`config.mk`:
```
export PLATFORM = sky130hd
export DESIGN_NAME = dither_matrix_ctrl
export DESIGN_NICKNAME = d
export VERILOG_FILES = /design/src/rtl/dither_matrix_ctrl_pkg.sv /design/src/rtl/dither_matrix_ctrl_ram.sv /design/src/rtl/dither_matrix_ctrl.sv
export SDC_FILE = /design/constraint.sdc
export NUM_CORES = 2
export LEC_CHECK = 0
export ABC_AREA = 1
export ABC_CLOCK_PERIOD_IN_PS = 11700
export BUFFER_PORTS_ARGS = -buffer_cell sky130_fd_sc_hd__buf_2
export CAP_MARGIN = 0
export CORE_MARGIN = 10
export CORE_UTILIZATION = 28
export DETAILED_ROUTE_END_ITERATION = 10
export PLACE_DENSITY_LB_ADDON = 0.12
export SYNTH_ARGS = -nofsm -noshare
export SYNTH_HDL_FRONTEND = slang
export SYNTH_SLANG_ARGS = --single-unit
```
`constraint.sdc`:
```
create_clock -name clk -period 11.7 [get_ports clk]
set_input_delay 2.34 -clock clk [delete_from_list [all_inputs] [get_ports clk]]
set_output_delay 2.34 -clock clk [all_outputs]
set_load 0.01 [all_outputs]
```
`src/rtl/dither_matrix_ctrl_pkg.sv`:
```
// Shared pixel-pipeline definitions for the ordered-dither threshold matrix:
// controller states, memory geometry and the power-up Bayer pattern.
package dither_matrix_ctrl_pkg;

    typedef enum logic [1:0] {
        RUN,
        DRAIN,
        LOAD
    } dither_ctrl_state_e;

    localparam int DITHER_WORDS   = 64;
    localparam int DITHER_ENTRY_W = 8;
    localparam int DITHER_WORD_W  = 4 * DITHER_ENTRY_W;
    localparam int DITHER_ADDR_W  = $clog2(DITHER_WORDS);

    // One 4x4 Bayer row per word; byte b holds column b.
    localparam logic [31:0] BAYER_ROWS [4] = '{
        32'hA020_8000,
        32'h60E0_40C0,
        32'h9010_B030,
        32'h50D0_70F0
    };

    typedef logic [DITHER_WORD_W-1:0] dither_mem_t [DITHER_WORDS];

    // Word w covers row y = w/4; the 4x4 tile repeats every 4 rows.
    function automatic dither_mem_t bayer_init();
        dither_mem_t m;
        for (int w = 0; w < DITHER_WORDS; w++) begin
            m[w] = BAYER_ROWS[(w / 4) % 4];
        end
        return m;
    endfunction

endpackage

```
`src/rtl/dither_matrix_ctrl_ram.sv`:
```
// 64x32 simple dual-port EBR holding the dither thresholds.
// Synchronous read; contents start as the tiled Bayer pattern.
module dither_matrix_ram
    import dither_matrix_ctrl_pkg::*;
(
    input  logic                     clk,
    input  logic                     we,
    input  logic [DITHER_ADDR_W-1:0] waddr,
    input  logic [DITHER_WORD_W-1:0] wdata,
    input  logic                     re,
    input  logic [DITHER_ADDR_W-1:0] raddr,
    output logic [DITHER_WORD_W-1:0] rdata
);

    dither_mem_t mem = bayer_init();

    // Write port plus registered read; rdata holds while re is low.
    always_ff @(posedge clk) begin
        if (we) begin
            mem[waddr] <= wdata;
        end
        if (re) begin
            rdata <= mem[raddr];
        end
    end

endmodule

```
`src/rtl/dither_matrix_ctrl.sv`:
```
// Dither matrix controller: lookup handshake, upload sequencing, drain/load FSM.
// Optional upload idle timeout enabled by defining DITHER_CTRL_TIMEOUT_EN.
module dither_matrix_ctrl
    import dither_matrix_ctrl_pkg::*;
#(
    parameter int TAG_W       = 64,
    parameter int TIMEOUT_CYC = 4096
) (
    input  logic             clk,
    input  logic             rst,
    input  logic             frag_valid,
    output logic             frag_ready,
    input  logic [3:0]       frag_x,
    input  logic [3:0]       frag_y,
    input  logic [TAG_W-1:0] frag_tag,
    output logic             out_valid,
    input  logic             out_ready,
    output logic [7:0]       out_dither,
    output logic [TAG_W-1:0] out_tag,
    input  logic             upl_start,
    input  logic             upl_wr,
    input  logic [31:0]      upl_data,
    output logic             upl_busy,
    output logic             upl_done,
    output logic             upl_err
);

    dither_ctrl_state_e state, state_nxt;

    logic [DITHER_ADDR_W-1:0] word_ptr, word_ptr_nxt;
    logic [1:0]               byte_sel;
    logic [DITHER_WORD_W-1:0] rd_word;
    logic                     fire;
    logic                     wr_en;
    logic                     last_wr;
    logic                     timeout;

    assign frag_ready = !rst && (state == RUN) && (!out_valid || out_ready);
    assign fire       = frag_valid && frag_ready;
    assign upl_busy   = !rst && (state != RUN);

    // A start in the same cycle as a word wins; the word is dropped.
    assign wr_en   = (state == LOAD) && upl_wr && !upl_start;
    assign last_wr = wr_en && (word_ptr == DITHER_ADDR_W'(DITHER_WORDS - 1));

`ifdef DITHER_CTRL_TIMEOUT_EN
    logic [12:0] idle_cnt;

    assign timeout = (state == LOAD) && !upl_wr && !upl_start
                   && (idle_cnt == 13'(TIMEOUT_CYC - 1));

    // Count idle LOAD cycles; any upload activity restarts the count.
    always_ff @(posedge clk) begin
        if (rst || state != LOAD || upl_wr || upl_start) begin
            idle_cnt <= '0;
        end else begin
            idle_cnt <= idle_cnt + 13'd1;
        end
    end

    // Sticky abort flag, cleared by the next upload attempt.
    always_ff @(posedge clk) begin
        if (rst || upl_start) begin
            upl_err <= 1'b0;
        end else if (timeout) begin
            upl_err <= 1'b1;
        end
    end
`else
    assign timeout = 1'b0;
    assign upl_err = 1'b0;
`endif

    // Next state and word pointer; a restart rewinds the pointer in any state.
    always_comb begin
        state_nxt    = state;
        word_ptr_nxt = word_ptr;
        unique case (state)
            RUN: begin
                if (upl_start) begin
                    state_nxt = DRAIN;
                end
            end
            DRAIN: begin
                if (!out_valid || out_ready) begin
                    state_nxt = LOAD;
                end
            end
            LOAD: begin
                if (timeout || last_wr) begin
                    state_nxt = RUN;
                end
            end
            default: state_nxt = RUN;
        endcase
        if (upl_start || timeout) begin
            word_ptr_nxt = '0;
        end else if (wr_en) begin
            word_ptr_nxt = word_ptr + DITHER_ADDR_W'(1);
        end
    end

    // Controller state, pointer and the registered done pulse.
    always_ff @(posedge clk) begin
        if (rst) begin
            state    <= RUN;
            word_ptr <= '0;
            upl_done <= 1'b0;
        end else begin
            state    <= state_nxt;
            word_ptr <= word_ptr_nxt;
            upl_done <= last_wr;
        end
    end

    // Output stage: capture tag and byte lane on accept, hold while stalled.
    always_ff @(posedge clk) begin
        if (rst) begin
            out_valid <= 1'b0;
            out_tag   <= '0;
            byte_sel  <= '0;
        end else if (fire) begin
            out_valid <= 1'b1;
            out_tag   <= frag_tag;
            byte_sel  <= frag_x[1:0];
        end else if (out_ready) begin
            out_valid <= 1'b0;
        end
    end

    assign out_dither = out_valid
                      ? rd_word[{byte_sel, 3'b000} +: DITHER_ENTRY_W]
                      : '0;

    dither_matrix_ram u_ram (
        .clk   (clk),
        .we    (wr_en),
        .waddr (word_ptr),
        .wdata (upl_data),
        .re    (fire),
        .raddr ({frag_y, frag_x[3:2]}),
        .rdata (rd_word)
    );

endmodule

```
==> results <==
- The run finished with clean final reports.
- The die is between 500 and 600 um tall.
- The type of the setup path with the least slack is primary input to register.
- Setup repair after global routing left no endpoint under its margin.
- The pre-antenna-repair detailed-routing pass consisted of 8 iterations.
- The cell with the largest stage delay on the worst path is sky130_fd_sc_hd__buf_4.
- The root buffer cell chosen for the clock tree is sky130_fd_sc_hd__clkbuf_16.
- The post-route antenna net violation count is 0.
- At the worst endpoint, the required time is around 12000 ps.
- Dividing the synthesized area by the synthesized cell count gives 12.0 um^2.
- The number of port buffers is about 190.
- Ranked by total cell area, the synthesized netlist is headed by sky130_fd_sc_hd__edfxtp_1 (73%), sky130_fd_sc_hd__nand3_1 (11%), sky130_fd_sc_hd__nand2_1 (11%).
- The initial antenna violation count is 23.
- The category of cells accounting for the largest share of critical-path delay is buffers and inverters.
- The area of the die is 330000 um^2.
- The number of cells on the worst reg-to-reg path is 8.
- The overall track demand over capacity in global routing is 17.1%.
- Setup slack on the worst reg-to-reg path comes out at 8440 ps.
- The share of the Yosys chip area taken by registers is 74.3%.
- At the pin with the least slew margin, the transition time is between 1000 and 1500 ps.
- The number of levels the H-tree was split into is 4.
- Across the VDD grid, the largest voltage drop is 0.000119 V.
- The post-synthesis net count is 7305.
- The first global-routing pass estimated 419 mm of wire.
- The Yosys step of the flow raised 0 warnings.
- The endpoint identified for the worst register-to-register timing path is u_ram.mem[54][6]$_DFFE_PP_.
- Clock-pin slew was measured on the worst setup and hold paths at 60 ps.
- Routability-driven placement finished with a final weighted congestion of 0.736.
- In the layout the commonest cells are sky130_fd_sc_hd__nand2_1 (2419), sky130_fd_sc_hd__edfxtp_1 (2080), sky130_fd_sc_hd__nand3_1 (1895).
- The detailed router placed 56100 vias in this run.
- Adding up every negative setup slack in the final design gives 0 ps.
- The final critical path time including I/O delays and setup is 5960 ps.
- The total power divided by cell area is ~170 nW/um^2.
- The post-detailed-routing wire length is 295 mm.
- The total grt overflow is 0.
- The vias per cell is 4.83.
- The leading cell type in the layout, fill and taps excluded is sky130_fd_sc_hd__nand2_1.
- The number of DRC violations after detailed routing is 0.
- The fmax is 0.168 GHz.
- Of the cells placed in the final design, the portion with a size suffix greater than 1 is around a tenth.
- Counting instances, the worst hold path has a depth of 2.
- The number of maximum-capacitance violations is 0.
- The number of register bits inferred by synthesis is 2156.
- The type of element capturing the critical path is a register.
- The initial cell density of the core is 28.1%.
- The via count of the first global-routing pass is 54300.
- The floorplan has 203 rows.
- The worst min-delay path endpoint is out_tag[34]$_SDFFE_PP0P_.
- The post-DP HPWL is 149 mm.
- TritonCTS built the clock tree.
- The number of setup buffers added after CTS is 0.
- Entering global routing, the biggest net connects between 150 and 200 pins.
- The count of hold-fix buffers inserted at cts is 0.
- The signal arrival time at the worst endpoint is 6730 ps.
- The delay of the slowest critical-path stage is about 890 ps.
- Counting both buffers and inverters, the worst setup path holds a total of 4.
- After the first detailed-routing iteration, the DRC count stood at between 5000 and 6000.
- The largest fanout of any net on the critical path is 169.
- The share of the clock period used by the worst path after layout is about 51%.
- The number of cells produced by synthesis is 7194.
- Relative to the synthesized area, the layout overhead comes to 14.8%.
- The type of element launching the critical path is a primary input.
- For the worst-skew pair, the clock arrives at the later sink with an insertion delay of 920 ps.
- The total number of clock tree sinks is 2156.
- The total of cells resized after clock tree synthesis is 0.
- The area after detailed placement is 91600 um^2.
- The routed length per placed instance is 25.4 um.
- The finished cells cover between 90000 and 100000 um^2.
- The launch instance of the worst min-delay path is out_tag[34]$_SDFFE_PP0P_.
- From left edge to right edge, the die measures 575 um.
- In this run the deepest clock path goes through 4 buffers.
- The biggest area contributor in the post-synthesis netlist is sky130_fd_sc_hd__edfxtp_1.
- The core region is about 310000 um^2.
- The signal on the critical path passes through buf_8 -> buf_4 -> buf_12 -> buf_12 -> nand2_1 -> nand3_1 -> nand3_1 -> nand3_1 -> nand3_1 -> nand2_1 -> nand2_1 -> nand2_1.
- Buffers inserted during clock tree synthesis total 247.
- At the end of the flow, the number of nets in the layout was 7422.
- The headroom to the max-slew limit is 25.3%.
- The worst register-to-register path begins at state[0]$_SDFFE_PP0P_.
- Across the routed clock network, the largest skew measured is 79.4 ps.
- The count of pins on the block boundary is 187.
- The distinct cell type count of the synthesized netlist is 29.
- In this run the biggest area consumer among cell types represents approximately 73% of the synthesized area.
- The total count of hold-check failures in the final report is 0.
- The synthesized netlist occupies a cell area of between 80000 and 90000 um^2.
- Setup violations remaining at the end of the flow were counted as 0.
- For this design the static power due to leakage is 34.2 nW.
- The min-delay analysis places its worst path in the category register to register.
- The final max-slew violation count came to 0.
==> worst max path at each step <==
stage,start,end,slack [ps],cells past startpoint
global placement,frag_x[2],u_ram.rdata[0]$_DFFE_PP_,4830,12
finish,frag_x[2],u_ram.rdata[11]$_DFFE_PP_,5740,12
floorplan,upl_wr,u_ram.mem[39][0]$_DFFE_PP_,6050,6
global route,frag_x[2],u_ram.rdata[0]$_DFFE_PP_,5550,12
detailed placement,frag_x[2],u_ram.rdata[0]$_DFFE_PP_,4810,12
CTS,byte_sel[1]$_SDFFE_PP0P_,out_dither[1],5780,6
==> area by class of cell <==
class / instances / area (um^2)
antenna: 11 / 27.5
fill: 30600 / 207000
clock buffer: 317 / 6450
tap: 4100 / 5130
multi-input combinational: 4541 / 20100
timing repair buffer: 342 / 2280
sequential: 2156 / 64000
inverter: 23 / 124
clock inverter: 122 / 813
==> worst register-to-register path, cell delays in order (launching register included) <==
cell and delay (ps):
sky130_fd_sc_hd__dfxtp_1 300, sky130_fd_sc_hd__inv_1 80, sky130_fd_sc_hd__nand3_1 90, sky130_fd_sc_hd__nor2_1 260, sky130_fd_sc_hd__inv_1 100, sky130_fd_sc_hd__nor2_1 270, sky130_fd_sc_hd__nand3_1 720, sky130_fd_sc_hd__nor2_4 270
sky130_fd_sc_hd__buf_4 640
==> report_power, final <==
part           leakage [nW]  switching [mW]  internal [mW]
sequential             19.3          0.0131           8.48
combinational          11.3           0.776          0.227
clock                  3.53            3.12           4.04
total                  34.2            3.91           12.8
==> per-stage QoR <==
stage	worst slack, ps	cells	utilization (%)	power, mW	hold slack [ps]
after floorplan	6050	7194	-	9.19	471
after global placement	4830	11200	29.9	9.68	445
after detailed placement	4810	11200	29.9	9.68	451
after CTS	5780	11600	32.3	16.9	460
after global routing	5550	11600	32.3	17.3	476
final	5740	11600	32.3	16.7	459
==> routing by layer <==
metal  share of wire (%)  wire length (um)  GRT usage (%)
met1                  46            136000           24.4
met5                   0                 0              0
met2                  47            139000           28.1
met3                 4.9             14400           2.19
met4                 2.1              6150           3.59
==> Yosys cell counts <==
library cell / instances
sky130_fd_sc_hd__or2_2: 1
sky130_fd_sc_hd__and2_1: 1
sky130_fd_sc_hd__buf_6: 23
sky130_fd_sc_hd__clkbuf_1: 84
sky130_fd_sc_hd__ha_1: 1
sky130_fd_sc_hd__nor3b_1: 1
sky130_fd_sc_hd__inv_1: 17
sky130_fd_sc_hd__buf_2: 268
sky130_fd_sc_hd__nand2_1: 2419
sky130_fd_sc_hd__conb_1: 1
sky130_fd_sc_hd__inv_4: 1
sky130_fd_sc_hd__buf_12: 1
sky130_fd_sc_hd__buf_4: 35
sky130_fd_sc_hd__o21ai_0: 20
sky130_fd_sc_hd__nor3_1: 2
sky130_fd_sc_hd__nor3_2: 1
sky130_fd_sc_hd__nand2_2: 10
sky130_fd_sc_hd__nand3_1: 1895
sky130_fd_sc_hd__edfxtp_1: 2080
sky130_fd_sc_hd__a21oi_2: 10
sky130_fd_sc_hd__a21oi_1: 68
sky130_fd_sc_hd__o31ai_1: 2
sky130_fd_sc_hd__or2_1: 1
sky130_fd_sc_hd__buf_1: 63
sky130_fd_sc_hd__nor2_1: 107
sky130_fd_sc_hd__nor2_2: 1
sky130_fd_sc_hd__dfxtp_1: 76
sky130_fd_sc_hd__inv_2: 4
sky130_fd_sc_hd__clkinv_1: 1
==> sequential cells by signal, summed over array words and instances, names as in the netlist <==
name,flops
u_ram.mem,2048
out_tag,64
state,2
byte_sel,2
u_ram.rdata,32
out_valid,1
word_ptr,6
upl_done,1
==> logic make-up (layout without fill, tap and decap cells) <==
kind of cell	count (synthesis)	after routing	share of synthesized area [%]
compound gates	100	100	0.630
fa+ha+maj	1	1	0.0145
buf+inv	497	804	2.93
flops	2156	2156	74.3
other cells	1	12	0.00435
simple gates	4439	4439	22.1
No activity file was read; power rests on OpenSTA's default activity.
